File: src/rtl/rst_seq_pkg.sv
// Shared definitions for the reset sequencer: FSM state encoding and
// a constant-width helper used to size the internal counters.
package rst_seq_pkg;

   localparam int unsigned STATE_W = 3;

   typedef enum logic [STATE_W-1:0] {
      RESET     = 3'd0,
      WAIT_LOCK = 3'd1,
      RELEASE   = 3'd2,
      RUN       = 3'd3,
      SW_HOLD   = 3'd4
   } state_e;

   // Ceiling log2; returns 0 for inputs of 0 or 1.
   function automatic int unsigned clog2(input int unsigned value);
      int unsigned result = 0;
      int unsigned rem;
      rem = (value > 0) ? value - 1 : 0;
      while (rem != 0) begin
         result++;
         rem = rem >> 1;
      end
      return result;
   endfunction

endpackage

File: src/rtl/rst_seq_sync2.sv
// Two-flop synchronizer with asynchronous active-low clear. Used both as a
// reset release stage (Din tied high) and as a level synchronizer.
module rst_seq_sync2 (
   input  logic Clk,
   input  logic Rst_async,
   input  logic Din,
   output logic Dout
);

   logic meta_q;

   always_ff @(posedge Clk or negedge Rst_async) begin
      if (!Rst_async) begin
         meta_q <= 1'b0;
         Dout   <= 1'b0;
      end else begin
         meta_q <= Din;
         Dout   <= meta_q;
      end
   end

endmodule

File: src/rtl/rst_seq_ctrl.sv
// Chip reset sequencer: holds all domains until PLL lock, releases them in
// index order with fixed spacing, and re-asserts on lock loss or SW request.
module rst_seq_ctrl
   import rst_seq_pkg::*;
#(
   parameter int unsigned N_DOMAINS    = 4,
   parameter int unsigned STAGE_DLY    = 16,
   parameter int unsigned LOCK_TIMEOUT = 1024,
   parameter int unsigned SWRST_MIN    = 8
) (
   input  logic                 Clk,
   input  logic                 Rst_async,
   input  logic                 Pll_locked,
   input  logic                 Sw_rst_req,
   output logic [N_DOMAINS-1:0] Rst_n_out,
   output logic                 Seq_done,
   output logic                 Lock_err,
   output logic [STATE_W-1:0]   State
);

   localparam int unsigned CNT_W = clog2((STAGE_DLY > SWRST_MIN) ? STAGE_DLY : SWRST_MIN);
   localparam int unsigned TMO_W = clog2(LOCK_TIMEOUT);
   localparam int unsigned IDX_W = clog2(N_DOMAINS) + 1;

   localparam logic [CNT_W-1:0] CNT_STAGE = CNT_W'(STAGE_DLY - 1);
   localparam logic [CNT_W-1:0] CNT_HOLD  = CNT_W'(SWRST_MIN - 1);
   localparam logic [TMO_W-1:0] TMO_MAX   = TMO_W'(LOCK_TIMEOUT - 1);
   localparam logic [IDX_W-1:0] IDX_LAST  = IDX_W'(N_DOMAINS - 1);

   logic                 rst_int_n;
   logic                 lock_s;
   state_e               state_q, state_nxt;
   logic [CNT_W-1:0]     cnt_q, cnt_nxt;
   logic [TMO_W-1:0]     tmo_q, tmo_nxt;
   logic [IDX_W-1:0]     idx_q, idx_nxt;
   logic [N_DOMAINS-1:0] rst_n_q, rst_n_nxt, rel_mask;
   logic                 seq_done_q, seq_done_nxt;
   logic                 lock_err_q, lock_err_nxt;

   rst_seq_sync2 u_rst_sync (
      .Clk       (Clk),
      .Rst_async (Rst_async),
      .Din       (1'b1),
      .Dout      (rst_int_n)
   );

   rst_seq_sync2 u_lock_sync (
      .Clk       (Clk),
      .Rst_async (Rst_async),
      .Din       (Pll_locked),
      .Dout      (lock_s)
   );

   always_ff @(posedge Clk or negedge rst_int_n) begin
      if (!rst_int_n) begin
         state_q    <= RESET;
         cnt_q      <= '0;
         tmo_q      <= '0;
         idx_q      <= '0;
         rst_n_q    <= '0;
         seq_done_q <= 1'b0;
         lock_err_q <= 1'b0;
      end else begin
         state_q    <= state_nxt;
         cnt_q      <= cnt_nxt;
         tmo_q      <= tmo_nxt;
         idx_q      <= idx_nxt;
         rst_n_q    <= rst_n_nxt;
         seq_done_q <= seq_done_nxt;
         lock_err_q <= lock_err_nxt;
      end
   end

   // Software request outranks lock loss in both RELEASE and RUN.
   always_comb begin
      state_nxt = state_q;
      cnt_nxt   = cnt_q;
      tmo_nxt   = tmo_q;
      idx_nxt   = idx_q;
      case (state_q)
         RESET: begin
            state_nxt = WAIT_LOCK;
            cnt_nxt   = '0;
            tmo_nxt   = '0;
            idx_nxt   = '0;
         end
         WAIT_LOCK: begin
            if (lock_s) begin
               state_nxt = RELEASE;
               cnt_nxt   = '0;
               idx_nxt   = '0;
               tmo_nxt   = '0;
            end else if (tmo_q != TMO_MAX) begin
               tmo_nxt = tmo_q + TMO_W'(1);
            end
         end
         RELEASE, RUN: begin
            if (Sw_rst_req) begin
               state_nxt = SW_HOLD;
               cnt_nxt   = '0;
            end else if (!lock_s) begin
               state_nxt = WAIT_LOCK;
               tmo_nxt   = '0;
            end else if (state_q == RELEASE) begin
               if (cnt_q == CNT_STAGE) begin
                  cnt_nxt = '0;
                  idx_nxt = idx_q + IDX_W'(1);
                  if (idx_q == IDX_LAST) state_nxt = RUN;
               end else begin
                  cnt_nxt = cnt_q + CNT_W'(1);
               end
            end
         end
         SW_HOLD: begin
            if (cnt_q == CNT_HOLD) begin
               state_nxt = WAIT_LOCK;
               tmo_nxt   = '0;
            end else begin
               cnt_nxt = cnt_q + CNT_W'(1);
            end
         end
         default: state_nxt = RESET;
      endcase
   end

   // Outputs are derived from the next state so they register alongside it.
   always_comb begin
      rel_mask = '0;
      for (int unsigned i = 0; i < N_DOMAINS; i++)
         rel_mask[i] = (state_q == RELEASE) && (cnt_q == CNT_STAGE) && (idx_q == IDX_W'(i));
      rst_n_nxt    = '0;
      seq_done_nxt = 1'b0;
      lock_err_nxt = lock_err_q;
      case (state_nxt)
         RELEASE: begin
            rst_n_nxt    = rst_n_q | rel_mask;
            lock_err_nxt = 1'b0;
         end
         RUN: begin
            rst_n_nxt    = '1;
            seq_done_nxt = 1'b1;
         end
         WAIT_LOCK: begin
            if (tmo_nxt == TMO_MAX) lock_err_nxt = 1'b1;
         end
         default: ;
      endcase
   end

   assign Rst_n_out = rst_n_q;
   assign Seq_done  = seq_done_q;
   assign Lock_err  = lock_err_q;
   assign State     = state_q;

endmodule

File: config.mk
export PLATFORM = sky130hd
export DESIGN_NAME = rst_seq_ctrl
export DESIGN_NICKNAME = d
export VERILOG_FILES = /design/src/rtl/rst_seq_pkg.sv /design/src/rtl/rst_seq_sync2.sv /design/src/rtl/rst_seq_ctrl.sv
export SDC_FILE = /design/constraint.sdc
export NUM_CORES = 1
export LEC_CHECK = 0
export ABC_CLOCK_PERIOD_IN_PS = 1700
export BUFFER_PORTS_ARGS = -buffer_cell sky130_fd_sc_hd__buf_4
export CAP_MARGIN = 0
export CORE_MARGIN = 4
export CORE_UTILIZATION = 25
export DETAILED_ROUTE_END_ITERATION = 10
export SLEW_MARGIN = 20
export SYNTH_ARGS = -nofsm -noshare
export SYNTH_HDL_FRONTEND = slang
export SYNTH_HIERARCHICAL = 1
export SYNTH_SLANG_ARGS = --single-unit
File: constraint.sdc
create_clock -name Clk -period 1.7 [get_ports Clk]
set_input_delay 0.34 -clock Clk [delete_from_list [all_inputs] [get_ports Clk]]
set_output_delay 0.34 -clock Clk [all_outputs]
set_load 0.05 [all_outputs]
==> results of run 1 <==
==> power by group <==
group          internal (mW)  switching (mW)
Sequential             0.861           0.126
Combinational           1.17            1.36
Clock                  0.283           0.271
==> final timing paths <==
| kind | slack [ns] | startpoint | end |
|---|---|---|---|
| worst min register to register | 0.24 | u_rst_sync/Dout | Rst_n_out[3] |
| worst max-delay path | -0.32 | u_lock_sync/Dout | Lock_err |
| min in group asynchronous | 0.24 | u_rst_sync/Dout | Rst_n_out[3] |
| max in group asynchronous | 1.18 | u_rst_sync/Dout | State[1] |
| worst min-delay path | 0.16 | Pll_locked | u_lock_sync/meta_q |
| worst max register to register | -0.32 | u_lock_sync/Dout | Lock_err |
==> sequential cells by signal, indices dropped and copies added (netlist names) <==
signal,cells
u_rst_sync/Dout,1
Rst_n_out,4
tmo_q,10
State,3
u_lock_sync/Dout,1
idx_q,3
cnt_q,4
Seq_done,1
u_rst_sync/meta_q,1
u_lock_sync/meta_q,1
Lock_err,1
==> repair_timing <==
| item | 4_1_cts | 5_1_grt |
|---|---|---|
| setup endpoints to repair | 7 | 20 |
| resized for setup | 17 | 28 |
| hold buffers | 1 | 0 |
| pin swaps | 15 | 10 |
| setup buffers | 7 | 3 |
| endpoints found under the hold margin | 4 | 0 |
==> synthesized netlist by cell type (4+ instances only) <==
master	n	area [µm²]
nand4_1	4	25.0
nand3_1	5	25.0
a31oi_1	4	25.0
o21ai_0	9	45.0
nand2_1	14	52.6
a21oi_1	17	85.1
ha_1	7	87.6
inv_1	9	33.8
nor2_1	15	56.3
buf_2	4	20.0
dfrtp_1	30	751
==> cell type report <==
| class | count | share of cell area |
|---|---|---|
| timing repair buffer | 81 | 0.234 |
| clock inverter | 2 | 0.00369 |
| multi-input combinational | 129 | 0.396 |
| clock buffer | 6 | 0.0268 |
| sequential | 30 | 0.279 |
| inverter | 10 | 0.0166 |
| tap | 96 | 0.0443 |
==> routing by layer <==
metal / part of all wire / wire, µm / track usage / vias up
li1: - / - / - / 819
met4: 0.019 / 94 / 0.0377 / 0
met2: 0.48 / 2350 / 0.191 / 53
met1: 0.45 / 2220 / 0.154 / 829
met5: 0 / 0 / 0 / -
met3: 0.051 / 249 / 0.0406 / 13
==> logic make-up (layout without fill, tap and decap cells) <==
| kind of cell | after synthesis | count (layout) |
|---|---|---|
| and+or+nand+nor | 60 | 60 |
| AOI/OAI and AO/OA | 58 | 58 |
| DFF | 30 | 30 |
| buffers and inverters | 19 | 99 |
| adders and majority gates | 7 | 7 |
| muxes | 2 | 2 |
| other | 1 | 1 |
| xor gates and xnor gates | 1 | 1 |
==> per-stage QoR <==
step / cells / instance area (µm²) / util / hold WS [ns]
3_5_place_dp: 336 / 2360 / 0.347 / 0.137
5_1_grt: 354 / 2710 / 0.399 / 0.140
2_1_floorplan: 178 / 1770 / - / 0.0444
4_1_cts: 351 / 2560 / 0.377 / 0.153
3_3_place_gp: 336 / 2360 / 0.347 / 0.137
6_report: 354 / 2710 / 0.399 / 0.163
==> summary.md, run 1 <==
| Metric | Value |
|---|---|
| Status | `finished with violations` |
| Violated checks | `negative setup slack` |
| Share of cells above drive strength 1 | `0.550` |
| Crit path cell chain | `nor4b_4, a31oi_1, or3_1, nor3_2, nand4_1, o31ai_2` |
| Total track usage | `0.120` |
| Synth Register Bits | `30` |
| Layout Skew | `0.00777 ns` |
| Io pins | `13` |
| IO buf count | `12` |
| Die Ht | `91.6 µm` |
| Maximum VDD drop | `1.02 mV` |
| Number of vias per cell | `4.84` |
| Final Max Tran Viols | `0` |
| # diodes | `0` |
| Htree depth | `2` |
| Num Clock Sinks | `30` |
| Critical Path End Type | `flip-flop` |
| Max Fclk | `495 MHz` |
| RSZ-0062 raised after global routing | `true` |
| Async SR Flop Fraction | `1.00` |
| DR WL/cell | `13.9 µm` |
| Worst endpoint required time | `1.89 ns` |
| Final hold vios | `0` |
| DRT Wirelength | `4910 µm` |
| Min Tclk post-route | `2.02 ns` |
| Core ar. | `0.00679 mm²` |
| FILL cells | `654` |
| FF/Latch Area | `756 µm²` |
| Max incr delay on CP | `0.44 ns` |
| Slowest stage cell on the critical path | `dfrtp_2` |
| Most common cell after layout, fill and taps aside | `buf_4` |
| Synth warnings | `6` |
| Largest net degree at the start of global routing | `27` |
| Footprint of the multi-input gates | `0.00107 mm²` |
| Hold Path Cell Cnt | `1` |
| Initial Util | `0.257` |
| CTS tree | `yes` |
| Synthesized area | `0.00175 mm²` |
| Via Count | `1714` |
| Yosys cell types | `56` |
| Post-Syn Instances | `178` |
| FF-to-FF path depth | `6` |
| Antenna violations before repair | `0` |
| GR Overflow Total | `0` |
| Num rows | `30` |
| Synth Area in Compound Gates | `0.233` |
| Commonest cells after routing, fill and taps aside | `74 x buf_4, 26 x dfrtp_1, 14 x nand2_1` |
| Count of final setup violators | `2` |
| LEAKAGE | `1.19 nW` |
| Average size of a mapped cell | `9.81 µm²` |
| CTS Buf Count | `5` |
| Ys flop type | `dfrtp_1` |
| Setup CP Type | `flip-flop to flip-flop` |
| DPL Wire Length | `3460 µm` |
| DR iter-0 viols | `125` |
| Clock Path Buffers | `2` |
| Seq/Total Area, Yosys | `0.430` |
| Post-synthesis mux area share | `0.0122` |
| Setup tns final | `-0.349 ns` |
| Post-synth net total | `189` |
| Nets | `268` |
| Worst path bufs/invs | `0` |
| Syn-to-layout area delta | `55.2%` |
| Worst hold path type | `input port to flip-flop` |
| Placer Congestion | `0.933` |
| Final antenna-violating net count | `0` |
| Adder-cell share of the synthesized area | `0.0501` |
| Post-Synth XOR/XNOR Area | `0.00501` |
| Worst path depth | `6` |
| Root Buffer | `clkbuf_8` |
| Clk_lat worst skew | `0.29 ns` |
| Drt first pass iters | `4` |
| Full die area | `0.00839 mm²` |
| Fin crit share | `1.19` |
| Drt drc | `0` |
| CP arrival | `2.21 ns` |
| Post-synth EDFFs | `0` |
| PwrDens | `1500 mW/mm²` |
| Post-Synth Simple-Gate Area | `0.205` |
| Largest family of logic cells by synthesized area | `compound AO/OA/AOI/OAI gates` |
| CP delay by family, top | `simple AND/OR/NAND/NOR gates` |
| Horiz. Die Dim | `91.6 µm` |
| Total Power | `4.08 mW` |
| Clock-pin slew on the worst setup and hold paths | `0.06 ns` |
| Total of max-cap violations | `0` |
| Post-placement setup slack | `-0.255 ns` |
| Post-route setup slack | `-0.319 ns` |
| First-pass GRT wire length | `8060 µm` |
| CP startpoint kind | `flip-flop` |
| Worst Path Max Fanout | `4` |
| Vias in the first global route | `1717` |
(Power assumes the default switching activity.)
==> run 2: changes to the inputs <==
--- a/config.mk
+++ b/config.mk
@@ -8,6 +8,7 @@
 export ABC_CLOCK_PERIOD_IN_PS = 1700
 export BUFFER_PORTS_ARGS = -buffer_cell sky130_fd_sc_hd__buf_4
 export CAP_MARGIN = 0
+export CORE_ASPECT_RATIO = 1.75
 export CORE_MARGIN = 4
 export CORE_UTILIZATION = 25
 export DETAILED_ROUTE_END_ITERATION = 10
==> run 2 against run 1 <==
  * The run still ends with negative setup slack left
  * Sequential cell count is the same
  * Maximum frequency grew 1.6%
  * Sequential share of layout area shrank 1.2 points
  * Highest routed layer unchanged
  * Via count grew 1.9%
  * Combinational power is essentially flat
  * Sequential power is essentially flat
  * Cell count shrank 1.7%
  * Non-clock buffer count grew 6
==> summary.md, run 2 (synthesis results as in run 1) <==
| Metric | Value |
|---|---|
| Final hold vios | `0 (unchanged)` |
| Maximum VDD drop | `0.487 mV (-52%)` |
| Total of max-cap violations | `0 (unchanged)` |
| Most common cell after layout, fill and taps aside | `buf_4` |
| First-pass GRT wire length | `8350 µm (+3.6%)` |
| Count of final setup violators | `8 (+6)` |
| DR WL/cell | `14.6 µm (+5.3%)` |
| Io pins | `13 (unchanged)` |
| # diodes | `0 (unchanged)` |
| FF-to-FF path depth | `6 (unchanged)` |
| Slowest stage cell on the critical path | `or4b_4` |
| Root Buffer | `clkbuf_16` |
| CTS Buf Count | `5 (unchanged)` |
| Worst Path Max Fanout | `5 (+1)` |
| Fin crit share | `1.17 (-0.0183)` |
| Via Count | `1747 (+1.9%)` |
| Hold Path Cell Cnt | `1 (unchanged)` |
| Nets | `274 (+2.2%)` |
| FILL cells | `641 (-2.0%)` |
| Hold endpoint | `u_lock_sync/meta_q` |
| Drt first pass iters | `4 (unchanged)` |
| Met1 Use GR | `0.121 (-0.0331)` |
| Routing usage on met2 | `0.237 (+0.0468)` |
| Reg2Reg Capture Point | `Lock_err` |
| Vias in the first global route | `1787 (+4.1%)` |
| Max reg flops | `10 (unchanged)` |
| DRT Wirelength | `5090 µm (+3.5%)` |
| Worst r2r src | `State[1]` |
| Total track usage | `0.124 (+0.00389)` |
| Htree depth | `2 (unchanged)` |
| Reg2reg setup slack | `-0.29 ns (+0.03 ns)` |
| Status | `finished with violations` |
| Min Tclk post-route | `1.99 ns (-0.0310 ns)` |
| Setup CP Type | `flip-flop to flip-flop` |
| PwrDens | `1600 mW/mm² (+6.6%)` |
| LEAKAGE | `1.27 nW (+6.7%)` |
| Die Ht | `119 µm (+29%)` |
| Worst path bufs/invs | `0 (unchanged)` |
| Share of cells above drive strength 1 | `0.553 (+0.00264)` |
| Horiz. Die Dim | `71.2 µm (-22%)` |
| Post-placement setup slack | `-0.308 ns (-0.0538 ns)` |
| Clock-pin slew on the worst setup and hold paths | `0.05 ns (about the same)` |
| Worst endpoint required time | `1.89 ns (about the same)` |
| Worst hold path type | `input port to flip-flop` |
| Initial Util | `0.255 (-0.00235)` |
| Number of vias per cell | `5.02 (+3.7%)` |
| Antenna violations before repair | `0 (unchanged)` |
| CP startpoint kind | `flip-flop` |
| IO buf count | `12 (unchanged)` |
| CTS tree | `yes` |
| Layout Skew | `0.00214 ns (-0.00563 ns)` |
| Critical Path End Type | `flip-flop` |
| Final antenna-violating net count | `0 (unchanged)` |
| HP Start | `Pll_locked` |
| Syn-to-layout area delta | `61.8%` |
| Worst path depth | `6 (unchanged)` |
| Post-route setup slack | `-0.288 ns (+0.0310 ns)` |
| Num rows | `40 (+33%)` |
| Placer Congestion | `0.881 (-5.6%)` |
| DR iter-0 viols | `74 (-41%)` |
| Commonest cells after routing, fill and taps aside | `76 x buf_4, 27 x dfrtp_1, 13 x nand2_1` |
| GR Overflow Total | `0 (unchanged)` |
| Final core utilization | `0.412 (+0.0131)` |
| GR peak layer | `met2` |
| Largest net degree at the start of global routing | `27 (unchanged)` |
| Met3 usage | `0.0221 (-0.0185)` |
| Core ar. | `0.00686 mm² (+0.92%)` |
| RSZ-0062 raised after global routing | `true` |
| Max Fclk | `503 MHz (+1.6%)` |
| DPL Wire Length | `3680 µm (+6.3%)` |
| Final Max Tran Viols | `0 (unchanged)` |
| Max incr delay on CP | `0.61 ns (+0.17 ns)` |
| Num Clock Sinks | `30 (unchanged)` |
| Violated checks | `negative setup slack` |
| Clk_lat worst skew | `0.27 ns (-0.02 ns)` |
| CP delay by family, top | `simple AND/OR/NAND/NOR gates` |
| Clock Path Buffers | `2 (unchanged)` |
| Drt drc | `0 (unchanged)` |
| Full die area | `0.00844 mm² (+0.63%)` |
| Crit path cell chain | `or4b_4, o2111ai_2, o311a_4, a21boi_4, nand4_1, o31ai_2` |
| Top reg by flops | `tmo_q` |
| CP arrival | `2.17 ns (-0.04 ns)` |
run 2: cell count changes in the layout (fill, tap and decap cells not counted), moves of 3 or more:
cell | previous run | this run
o21ai_1 | 2 | 5
clkbuf_16 | 0 | 5
buf_6 | 6 | 10
clkbuf_8 | 5 | 0
o21ai_0 | 8 | 4
a21oi_2 | 5 | 8
run 2: routing by layer:
layer | up-vias | part of all wire
li1 | 835 | -
met1 | 866 | 0.35
met2 | 31 | 0.59
met3 | 15 | 0.027
met4 | 0 | 0.035
met5 | - | 0
run 2: how the worst max path moves through the flow:
stage / slack (ns) / end / start
global route: -0.37 / Lock_err / State[2]
global placement: -0.29 / Lock_err / tmo_q[0]
CTS: -0.24 / Lock_err / State[2]
finish: -0.29 / Lock_err / State[1]
detailed placement: -0.31 / Lock_err / tmo_q[0]
floorplan: -0.28 / Lock_err / State[1]
run 2: cell type report:
cell class	instances	area, µm²	area share
Multi-Input combinational cell	129	1060	0.376
Sequential cell	30	754	0.267
Timing Repair Buffer	87	693	0.245
Clock buffer	5	125	0.0443
Tap cell	84	105	0.0372
Inverter	10	45.0	0.0159
Clock inverter	3	40.0	0.0142
run 2: what timing repair did:
item | in CTS | in global routing
gates resized for setup | 23 | 28
hold endpoints to repair | 4 | 0
buffers inserted | 12 | 7
pin swaps | 14 | 15
endpoints found under the setup margin | 14 | 21
hold buffers | 1 | 0
run 2: where the power goes:
part	switching, mW	total [mW]	internal [mW]
Sequential	0.148	1.01	0.862
Combinational	1.33	2.52	1.19
Clock	0.316	1.00	0.684
run 2: stage by stage:
step	hold slack (ns)	instances	cell area, µm²	power (mW)	setup TNS [ns]
after floorplan	0.0444	178	1770	2.20	-0.403
after global placement	0.136	324	2340	3.03	-1.05
after detailed placement	0.138	324	2340	3.05	-1.13
after CTS	0.170	345	2690	4.32	-0.786
after global routing	0.172	348	2830	4.79	-2.06
final	0.174	348	2830	4.53	-1.20
